## src/rtl/alu_mdu_if.sv

```systemverilog
// Execute-stage ALU operand/result bus plus the multiply/divide start/busy/done handshake.
interface alu_mdu_if #(parameter int WIDTH = 32);
    logic [3:0]       alu_control;
    logic [WIDTH-1:0] data_a;
    logic [WIDTH-1:0] data_b;
    logic [WIDTH-1:0] alu_result;
    logic             zero_sig;
    logic             overflow;
    logic             md_start;
    logic [1:0]       md_op;
    logic             md_cancel;
    logic             hi_we;
    logic             lo_we;
    logic             md_busy;
    logic             md_done;
    logic [WIDTH-1:0] hi;
    logic [WIDTH-1:0] lo;

    modport master (
        output alu_control, data_a, data_b, md_start, md_op, md_cancel, hi_we, lo_we,
        input  alu_result, zero_sig, overflow, md_busy, md_done, hi, lo
    );

    modport slave (
        input  alu_control, data_a, data_b, md_start, md_op, md_cancel, hi_we, lo_we,
        output alu_result, zero_sig, overflow, md_busy, md_done, hi, lo
    );
endinterface

```

## src/rtl/alu_mdu.sv

```systemverilog
// Execute-stage ALU (combinational, zero latency) plus iterative mul/div owning HI/LO.
// MDU result lands WIDTH+1 edges after accept; md_busy stalls the pipe and starts while busy are dropped.
module alu_mdu #(
    parameter int WIDTH = 32
) (
    input  logic     clk,
    input  logic     rst_n,
    alu_mdu_if.slave bus
);
    localparam int SHW = $clog2(WIDTH);

    typedef enum logic [1:0] {IDLE, CALC, FIX} state_t;

    logic [WIDTH-1:0] a, b, res, sum, diff;
    logic [SHW-1:0]   shamt;
    logic             ovf;

    assign a     = bus.data_a;
    assign b     = bus.data_b;
    assign shamt = a[SHW-1:0];
    assign sum   = a + b;
    assign diff  = a - b;

    always_comb begin
        res = '0;
        ovf = 1'b0;
        case (bus.alu_control)
            4'b0000: res = a & b;
            4'b0001: res = a | b;
            4'b0010: begin
                res = sum;
                ovf = (a[WIDTH-1] == b[WIDTH-1]) && (sum[WIDTH-1] != a[WIDTH-1]);
            end
            4'b0110: begin
                res = diff;
                ovf = (a[WIDTH-1] != b[WIDTH-1]) && (diff[WIDTH-1] != a[WIDTH-1]);
            end
            4'b0111: res = {{(WIDTH-1){1'b0}}, $signed(a) < $signed(b)};
            4'b1000: res = {{(WIDTH-1){1'b0}}, a < b};
            4'b1100: res = ~(a | b);
            4'b0011: res = a ^ b;
            4'b1001: res = b << shamt;
            4'b1010: res = b >> shamt;
            4'b1011: res = $unsigned($signed(b) >>> shamt);
            4'b0100: res = {b[WIDTH/2-1:0], {(WIDTH/2){1'b0}}};
            default: res = '0;
        endcase
    end

    assign bus.alu_result = res;
    assign bus.zero_sig   = (res == '0);
    assign bus.overflow   = ovf;

    // Iterate on magnitudes; signs are reapplied in FIX.
    state_t             state;
    logic [SHW-1:0]     cnt;
    logic [2*WIDTH-1:0] acc;
    logic [WIDTH-1:0]   opb, hi_q, lo_q;
    logic               busy_q, done_q, div_op, neg_q, neg_r;

    logic               signed_op, sa, sb;
    logic [WIDTH-1:0]   abs_a, abs_b;

    assign signed_op = ~bus.md_op[0];
    assign sa        = signed_op & a[WIDTH-1];
    assign sb        = signed_op & b[WIDTH-1];
    assign abs_a     = sa ? -a : a;
    assign abs_b     = sb ? -b : b;

    // acc upper half: partial product / remainder; lower half: multiplier / dividend->quotient.
    logic [WIDTH:0]     mul_sum, div_part;
    logic               div_ge;
    logic [WIDTH-1:0]   div_rem, q_fix, r_fix;
    logic [2*WIDTH-1:0] acc_nxt, prod_fix;

    assign mul_sum  = {1'b0, acc[2*WIDTH-1:WIDTH]} + (acc[0] ? {1'b0, opb} : '0);
    assign div_part = {acc[2*WIDTH-1:WIDTH], acc[WIDTH-1]};
    assign div_ge   = div_part >= {1'b0, opb};
    assign div_rem  = div_ge ? (div_part[WIDTH-1:0] - opb) : div_part[WIDTH-1:0];
    assign acc_nxt  = div_op ? {div_rem, acc[WIDTH-2:0], div_ge}
                             : {mul_sum, acc[WIDTH-1:1]};
    assign prod_fix = neg_q ? -acc : acc;
    assign q_fix    = neg_q ? -acc[WIDTH-1:0] : acc[WIDTH-1:0];
    assign r_fix    = neg_r ? -acc[2*WIDTH-1:WIDTH] : acc[2*WIDTH-1:WIDTH];

    always_ff @(posedge clk or negedge rst_n) begin
        if (!rst_n) begin
            state  <= IDLE;
            cnt    <= '0;
            acc    <= '0;
            opb    <= '0;
            hi_q   <= '0;
            lo_q   <= '0;
            busy_q <= 1'b0;
            done_q <= 1'b0;
            div_op <= 1'b0;
            neg_q  <= 1'b0;
            neg_r  <= 1'b0;
        end else begin
            done_q <= 1'b0;
            case (state)
                IDLE: begin
                    if (bus.hi_we) hi_q <= a;
                    if (bus.lo_we) lo_q <= a;
                    if (bus.md_start && !bus.md_cancel) begin
                        state  <= CALC;
                        cnt    <= '0;
                        busy_q <= 1'b1;
                        acc    <= {{WIDTH{1'b0}}, abs_a};
                        opb    <= abs_b;
                        div_op <= bus.md_op[1];
                        neg_q  <= sa ^ sb;
                        neg_r  <= sa;
                    end
                end
                CALC: begin
                    if (bus.md_cancel) begin
                        state  <= IDLE;
                        busy_q <= 1'b0;
                        cnt    <= '0;
                    end else begin
                        acc <= acc_nxt;
                        cnt <= cnt + 1'b1;
                        if (cnt == SHW'(WIDTH-1)) state <= FIX;
                    end
                end
                FIX: begin
                    state  <= IDLE;
                    busy_q <= 1'b0;
                    cnt    <= '0;
                    if (!bus.md_cancel) begin
                        done_q <= 1'b1;
                        if (div_op) begin
                            // Divide by zero: all-ones quotient, remainder restores the dividend.
                            lo_q <= (opb == '0) ? '1 : q_fix;
                            hi_q <= r_fix;
                        end else begin
                            {hi_q, lo_q} <= prod_fix;
                        end
                    end
                end
                default: begin
                    state  <= IDLE;
                    busy_q <= 1'b0;
                end
            endcase
        end
    end

    assign bus.md_busy = busy_q;
    assign bus.md_done = done_q;
    assign bus.hi      = hi_q;
    assign bus.lo      = lo_q;
endmodule

```

## src/flat_wrapper.sv

```systemverilog
// flat-port wrapper written by rule: the top's interface ports become plain ports
module alu_mdu_flat 
#(
    parameter int WIDTH = 32
)
  (clk, rst_n, bus_alu_control, bus_data_a, bus_data_b, bus_md_start, bus_md_op, bus_md_cancel, bus_hi_we, bus_lo_we, bus_alu_result, bus_zero_sig, bus_overflow, bus_md_busy, bus_md_done, bus_hi, bus_lo);
  alu_mdu_if #(.WIDTH(WIDTH)) bus_i ();
  input  logic clk;
  input  logic rst_n;
  input wire logic [$bits(bus_i.alu_control)-1:0] bus_alu_control;
  input wire logic [$bits(bus_i.data_a)-1:0] bus_data_a;
  input wire logic [$bits(bus_i.data_b)-1:0] bus_data_b;
  input wire logic [$bits(bus_i.md_start)-1:0] bus_md_start;
  input wire logic [$bits(bus_i.md_op)-1:0] bus_md_op;
  input wire logic [$bits(bus_i.md_cancel)-1:0] bus_md_cancel;
  input wire logic [$bits(bus_i.hi_we)-1:0] bus_hi_we;
  input wire logic [$bits(bus_i.lo_we)-1:0] bus_lo_we;
  output wire logic [$bits(bus_i.alu_result)-1:0] bus_alu_result;
  output wire logic [$bits(bus_i.zero_sig)-1:0] bus_zero_sig;
  output wire logic [$bits(bus_i.overflow)-1:0] bus_overflow;
  output wire logic [$bits(bus_i.md_busy)-1:0] bus_md_busy;
  output wire logic [$bits(bus_i.md_done)-1:0] bus_md_done;
  output wire logic [$bits(bus_i.hi)-1:0] bus_hi;
  output wire logic [$bits(bus_i.lo)-1:0] bus_lo;
  assign bus_i.alu_control = bus_alu_control;
  assign bus_i.data_a = bus_data_a;
  assign bus_i.data_b = bus_data_b;
  assign bus_i.md_start = bus_md_start;
  assign bus_i.md_op = bus_md_op;
  assign bus_i.md_cancel = bus_md_cancel;
  assign bus_i.hi_we = bus_hi_we;
  assign bus_i.lo_we = bus_lo_we;
  assign bus_alu_result = bus_i.alu_result;
  assign bus_zero_sig = bus_i.zero_sig;
  assign bus_overflow = bus_i.overflow;
  assign bus_md_busy = bus_i.md_busy;
  assign bus_md_done = bus_i.md_done;
  assign bus_hi = bus_i.hi;
  assign bus_lo = bus_i.lo;
  alu_mdu #(.WIDTH(WIDTH)) u_core (.clk(clk), .rst_n(rst_n), .bus(bus_i));
endmodule
```

## config.mk

```make
export PLATFORM = sky130hd
export DESIGN_NAME = alu_mdu_flat
export DESIGN_NICKNAME = d
export VERILOG_FILES = /design/src/rtl/alu_mdu_if.sv /design/src/rtl/alu_mdu.sv /design/src/flat_wrapper.sv
export SDC_FILE = /design/constraint.sdc
export NUM_CORES = 1
export LEC_CHECK = 0
export BUFFER_PORTS_ARGS = -buffer_cell sky130_fd_sc_hd__buf_2
export CAP_MARGIN = 20
export CORE_MARGIN = 3
export CORE_UTILIZATION = 40
export DETAILED_ROUTE_END_ITERATION = 8
export GPL_ROUTABILITY_DRIVEN = 0
export GPL_TIMING_DRIVEN = 0
export HOLD_SLACK_MARGIN = 0.06
export PLACE_DENSITY = 0.62
export RECOVER_POWER = 100
export REMOVE_ABC_BUFFERS = 1
export SLEW_MARGIN = 20
export SYNTH_ARGS = -nofsm -noshare
export SYNTH_HDL_FRONTEND = slang
export SYNTH_SLANG_ARGS = --single-unit
```

## constraint.sdc

```tcl
create_clock -name clk -period 7.82 [get_ports clk]
set_clock_uncertainty 0.2 [all_clocks]
set_input_delay 0.391 -clock clk [delete_from_list [all_inputs] [get_ports clk]]
set_output_delay 0.391 -clock clk [all_outputs]
set_load 0.05 [all_outputs]
```

==> flow_metrics.tcl <==
set metrics [dict create \
    status "complete, but fails checks" \
    violations "capacitance limit, slew limit" \
    totalWireLength_mm 108 \
    switching_share 0.520 \
    power_density_nw_per_um2 229 \
    seq_power_share 0.240 \
    power.leakage_nw 11.1 \
    slew-limit-headroom -1.82 \
    critPathLaunchType "input port" \
    clock_path_buffers 2 \
    dp_hpwl_mm 80.6 \
    critPathTopFamily "simple AND/OR/NAND/NOR gates" \
    hold-worst-slack_ns 0.0912 \
    worstPathRequired_ns 7.23 \
    worstMarginPinSlew_ns 4.23 \
    tns_ns 0 \
    hold_viol 0 \
    cellInternalPower_w 0.00292 \
    synth_ff_type "dfrtp_1" \
    synth_top_area_frac 0.173 \
    cts_sinks 172 \
    initial_utilization 0.408 \
    final_cells 4171 \
    first_pass_iters 9 \
    async_flop_share 1.00 \
    grt_max_degree 75 \
    max-vdd-ir-drop_uv 203 \
    io_pins 176 \
    critPathKind "input port to output port" \
    dieArea_um2 65200 \
    clkTransAtPathRegs_ns 0.08 \
    grt-ovfl-total 0 \
    port_buffers 175 \
    hp-class "input port to flip-flop" \
    final_core_util 0.436 \
    dpl.cell_count 4132 \
    die_w_um 255 \
    wl_per_cell_um 25.8 \
    drc 0 \
    slowest_delay_ns 0.73 \
    rows 90 \
    htreeDepth 4 \
    grt_pass1_wl_mm 160 \
    ys_types 94 \
    drt_iter0_drc 3767 \
    vias_per_cell 6.59 \
    min_period_ns 7.64 \
    synth_warnings 0 \
    track_usage 0.320 \
    clock_latency_ns 0.46 \
    clock.fmax_ghz 0.131 \
    finalCritPeriodShare 0.977 \
    syn-mean-instance-area_um2 7.38 \
    syn_to_final_growth_pct 6.90 \
    synth_seq_cells 172 \
    post-synth-top-area-cell "dfrtp_1" \
    synth_edf_count 0 \
    max_cap_violations 7 \
    fp.dieH_um 255 \
    ys_seq_area_frac 0.173 \
    path_buf_inv 3 \
    antenna_found_initial 4 \
    clkPwrFrac 0.143 \
    comb_power_share 0.617 \
    grt_pass1_vias 25200 \
    crit_slowest_cell "inv_1" \
    slew_violations 301 \
    crit_chain "buf_4, inv_1, ha_1, a211oi_1, o21ai_0, a31oi_1, xnor2_1, a211oi_1, nand4_1, or4_1, or4_1, nor4_1, nand4b_1, nor4_1, buf_2" \
    num_vias 27500 \
    synthCells 3365 \
    cts_made_buffers 17 \
    antenna_left 0 \
    finalSetupViolCount 0 \
    dpl_worst_slack_ns 0.560 \
    setup_ws_ns 0.176 \
    rsz0062_at_grt "false" \
    tritoncts "built" \
    design.core.area_um2 60900 \
    netlist_area_um2 24800 \
    layout-drive-gt1-share 0.0802 \
    p_sw_w 0.00316 \
    fin_nets 3578 \
    clock-root-buffer "clkbuf_16" \
    crit_arrival_ns 7.05 \
    crit_path_max_fanout 74 \
    cts_setup_buffers 0 \
    crit_path_end_kind "output port" \
    ys_top_cells_by_area "dfrtp_1 17%, ha_1 8.5%, o21ai_0 6.8%, nand2_1 5.7%, mux4_2 4.9%" \
]
==> final cells by class <==
cell class,count,area [um^2]
Timing Repair Buffer,202,1080
Antenna cell,2,5.00
Sequential cell,172,4310
Inverter,155,584
Fill cell,6353,34400
Tap cell,828,1040
Clock inverter,12,140
Clock buffer,19,433
Multi-Input combinational cell,2781,19000
==> power groups by stage <==
| stage | clock, W | combinational [W] | sequential (W) |
|---|---|---|---|
| floorplan | 0 | 0.00257 | 0.00148 |
| global placement | 0 | 0.00365 | 0.00148 |
| detailed placement | 0 | 0.00373 | 0.00147 |
| CTS | 0.000878 | 0.00375 | 0.00145 |
| global route | 0.000915 | 0.00408 | 0.00149 |
| finish | 0.000871 | 0.00375 | 0.00146 |
==> final timing paths <==
check | from | slack, ns | endpoint | cells past startpoint
max | bus_data_a[2] | 0.18 | bus_zero_sig | 15
min | bus_md_op[0] | 0.09 | u_core.neg_q | 2
max reg2reg | u_core.state[1] | 1.69 | u_core.acc[11] | 6
min reg2reg | u_core.bus.hi[2] | 0.27 | u_core.bus.hi[2] | 2
max in group asynchronous | rst_n | 1.69 | u_core.bus.lo[23] | 3
min in group asynchronous | rst_n | 0.85 | u_core.acc[55] | 2
==> cells by family (layout without fill, tap and decap cells) <==
| kind of cell | count (synthesis) | after routing | synth area share |
|---|---|---|---|
| buf+inv | 412 | 388 | 0.0650 |
| simple gates | 1106 | 1106 | 0.212 |
| mux | 193 | 193 | 0.106 |
| flops | 172 | 172 | 0.173 |
| xor+xnor | 176 | 176 | 0.0620 |
| fa+ha+maj | 173 | 173 | 0.0883 |
| compound gates | 1133 | 1133 | 0.293 |
| other cells | 0 | 2 | 0 |
==> Yosys cell counts (21+ instances only) <==
| master | number |
|---|---|
| inv_1 | 151 |
| nand3_1 | 62 |
| a211oi_1 | 36 |
| o31ai_1 | 45 |
| nor4_1 | 44 |
| and3_1 | 22 |
| a22oi_1 | 29 |
| o211ai_1 | 53 |
| or3_1 | 27 |
| nor2b_1 | 28 |
| a31oi_1 | 47 |
| nor2_1 | 297 |
| dfrtp_1 | 172 |
| buf_1 | 21 |
| nand2_1 | 375 |
| xor2_1 | 43 |
| nor3_1 | 61 |
| nand4_1 | 36 |
| nand2b_1 | 34 |
| mux2_2 | 29 |
| mux2i_1 | 110 |
| clkbuf_1 | 211 |
| o22ai_1 | 54 |
| mux4_2 | 54 |
| xnor2_1 | 133 |
| a21oi_1 | 223 |
| ha_1 | 169 |
| a21o_1 | 51 |
| o21ai_0 | 340 |
| or2_2 | 23 |
==> per-layer routing <==
layer / routed length (um) / up-vias / global-route usage
met5: 14 / - / 0
met4: 6660 / 2 / 0.160
met3: 13300 / 375 / 0.0933
met2: 45000 / 1814 / 0.475
met1: 42700 / 12900 / 0.423
li1: - / 12400 / -
==> flip-flops by register name, summed over array words and instances, names as in the netlist <==
signal / cells
u_core.acc: 64
u_core.bus.hi: 32
u_core.bus.lo: 32
u_core.bus.md_busy: 1
u_core.bus.md_done: 1
u_core.cnt: 5
u_core.div_op: 1
u_core.neg_q: 1
u_core.neg_r: 1
u_core.opb: 32
u_core.state: 2
==> placed cells by master (no fill, tap or decap), drive strengths merged, types with 17 or more instances in the layout <==
| cell | Yosys | routed |
|---|---|---|
| dfrtp | 172 | 172 |
| nor2b | 28 | 28 |
| and3 | 22 | 22 |
| nor2 | 298 | 298 |
| and2 | 20 | 20 |
| or2 | 25 | 25 |
| o21ai | 348 | 348 |
| o41ai | 17 | 17 |
| ha | 169 | 169 |
| a21oi | 223 | 223 |
| o31ai | 45 | 45 |
| mux2 | 29 | 29 |
| nor4 | 45 | 45 |
| o221ai | 19 | 19 |
| o21bai | 20 | 20 |
| a211oi | 36 | 36 |
| a221oi | 18 | 18 |
| o21a | 20 | 20 |
| xnor2 | 133 | 133 |
| xor2 | 43 | 43 |
| o22ai | 54 | 54 |
| nand2b | 34 | 34 |
| buf | 46 | 95 |
| a31oi | 47 | 47 |
| o211ai | 53 | 53 |
| clkbuf | 211 | 121 |
| inv | 152 | 154 |
| a21o | 51 | 51 |
| or3 | 27 | 27 |
| mux2i | 110 | 110 |
| nand3 | 62 | 62 |
| nor3 | 61 | 61 |
| nand4 | 36 | 36 |
| or4 | 23 | 23 |
| a22oi | 29 | 29 |
| nand2 | 375 | 375 |
| mux4 | 54 | 54 |
==> through the flow <==
step / instance area [um^2] / total power, W
2_1_floorplan: 23800 / 0.00406
6_report: 26600 / 0.00609
3_3_place_gp: 25700 / 0.00513
4_1_cts: 26900 / 0.00608
3_5_place_dp: 26300 / 0.00520
5_1_grt: 26600 / 0.00649
==> what timing repair did <==
action                                 CTS  global route
endpoints found under the hold margin  175             0
hold buffers                             5             0
resized for setup                        0             0
(Power assumes the default switching activity.)
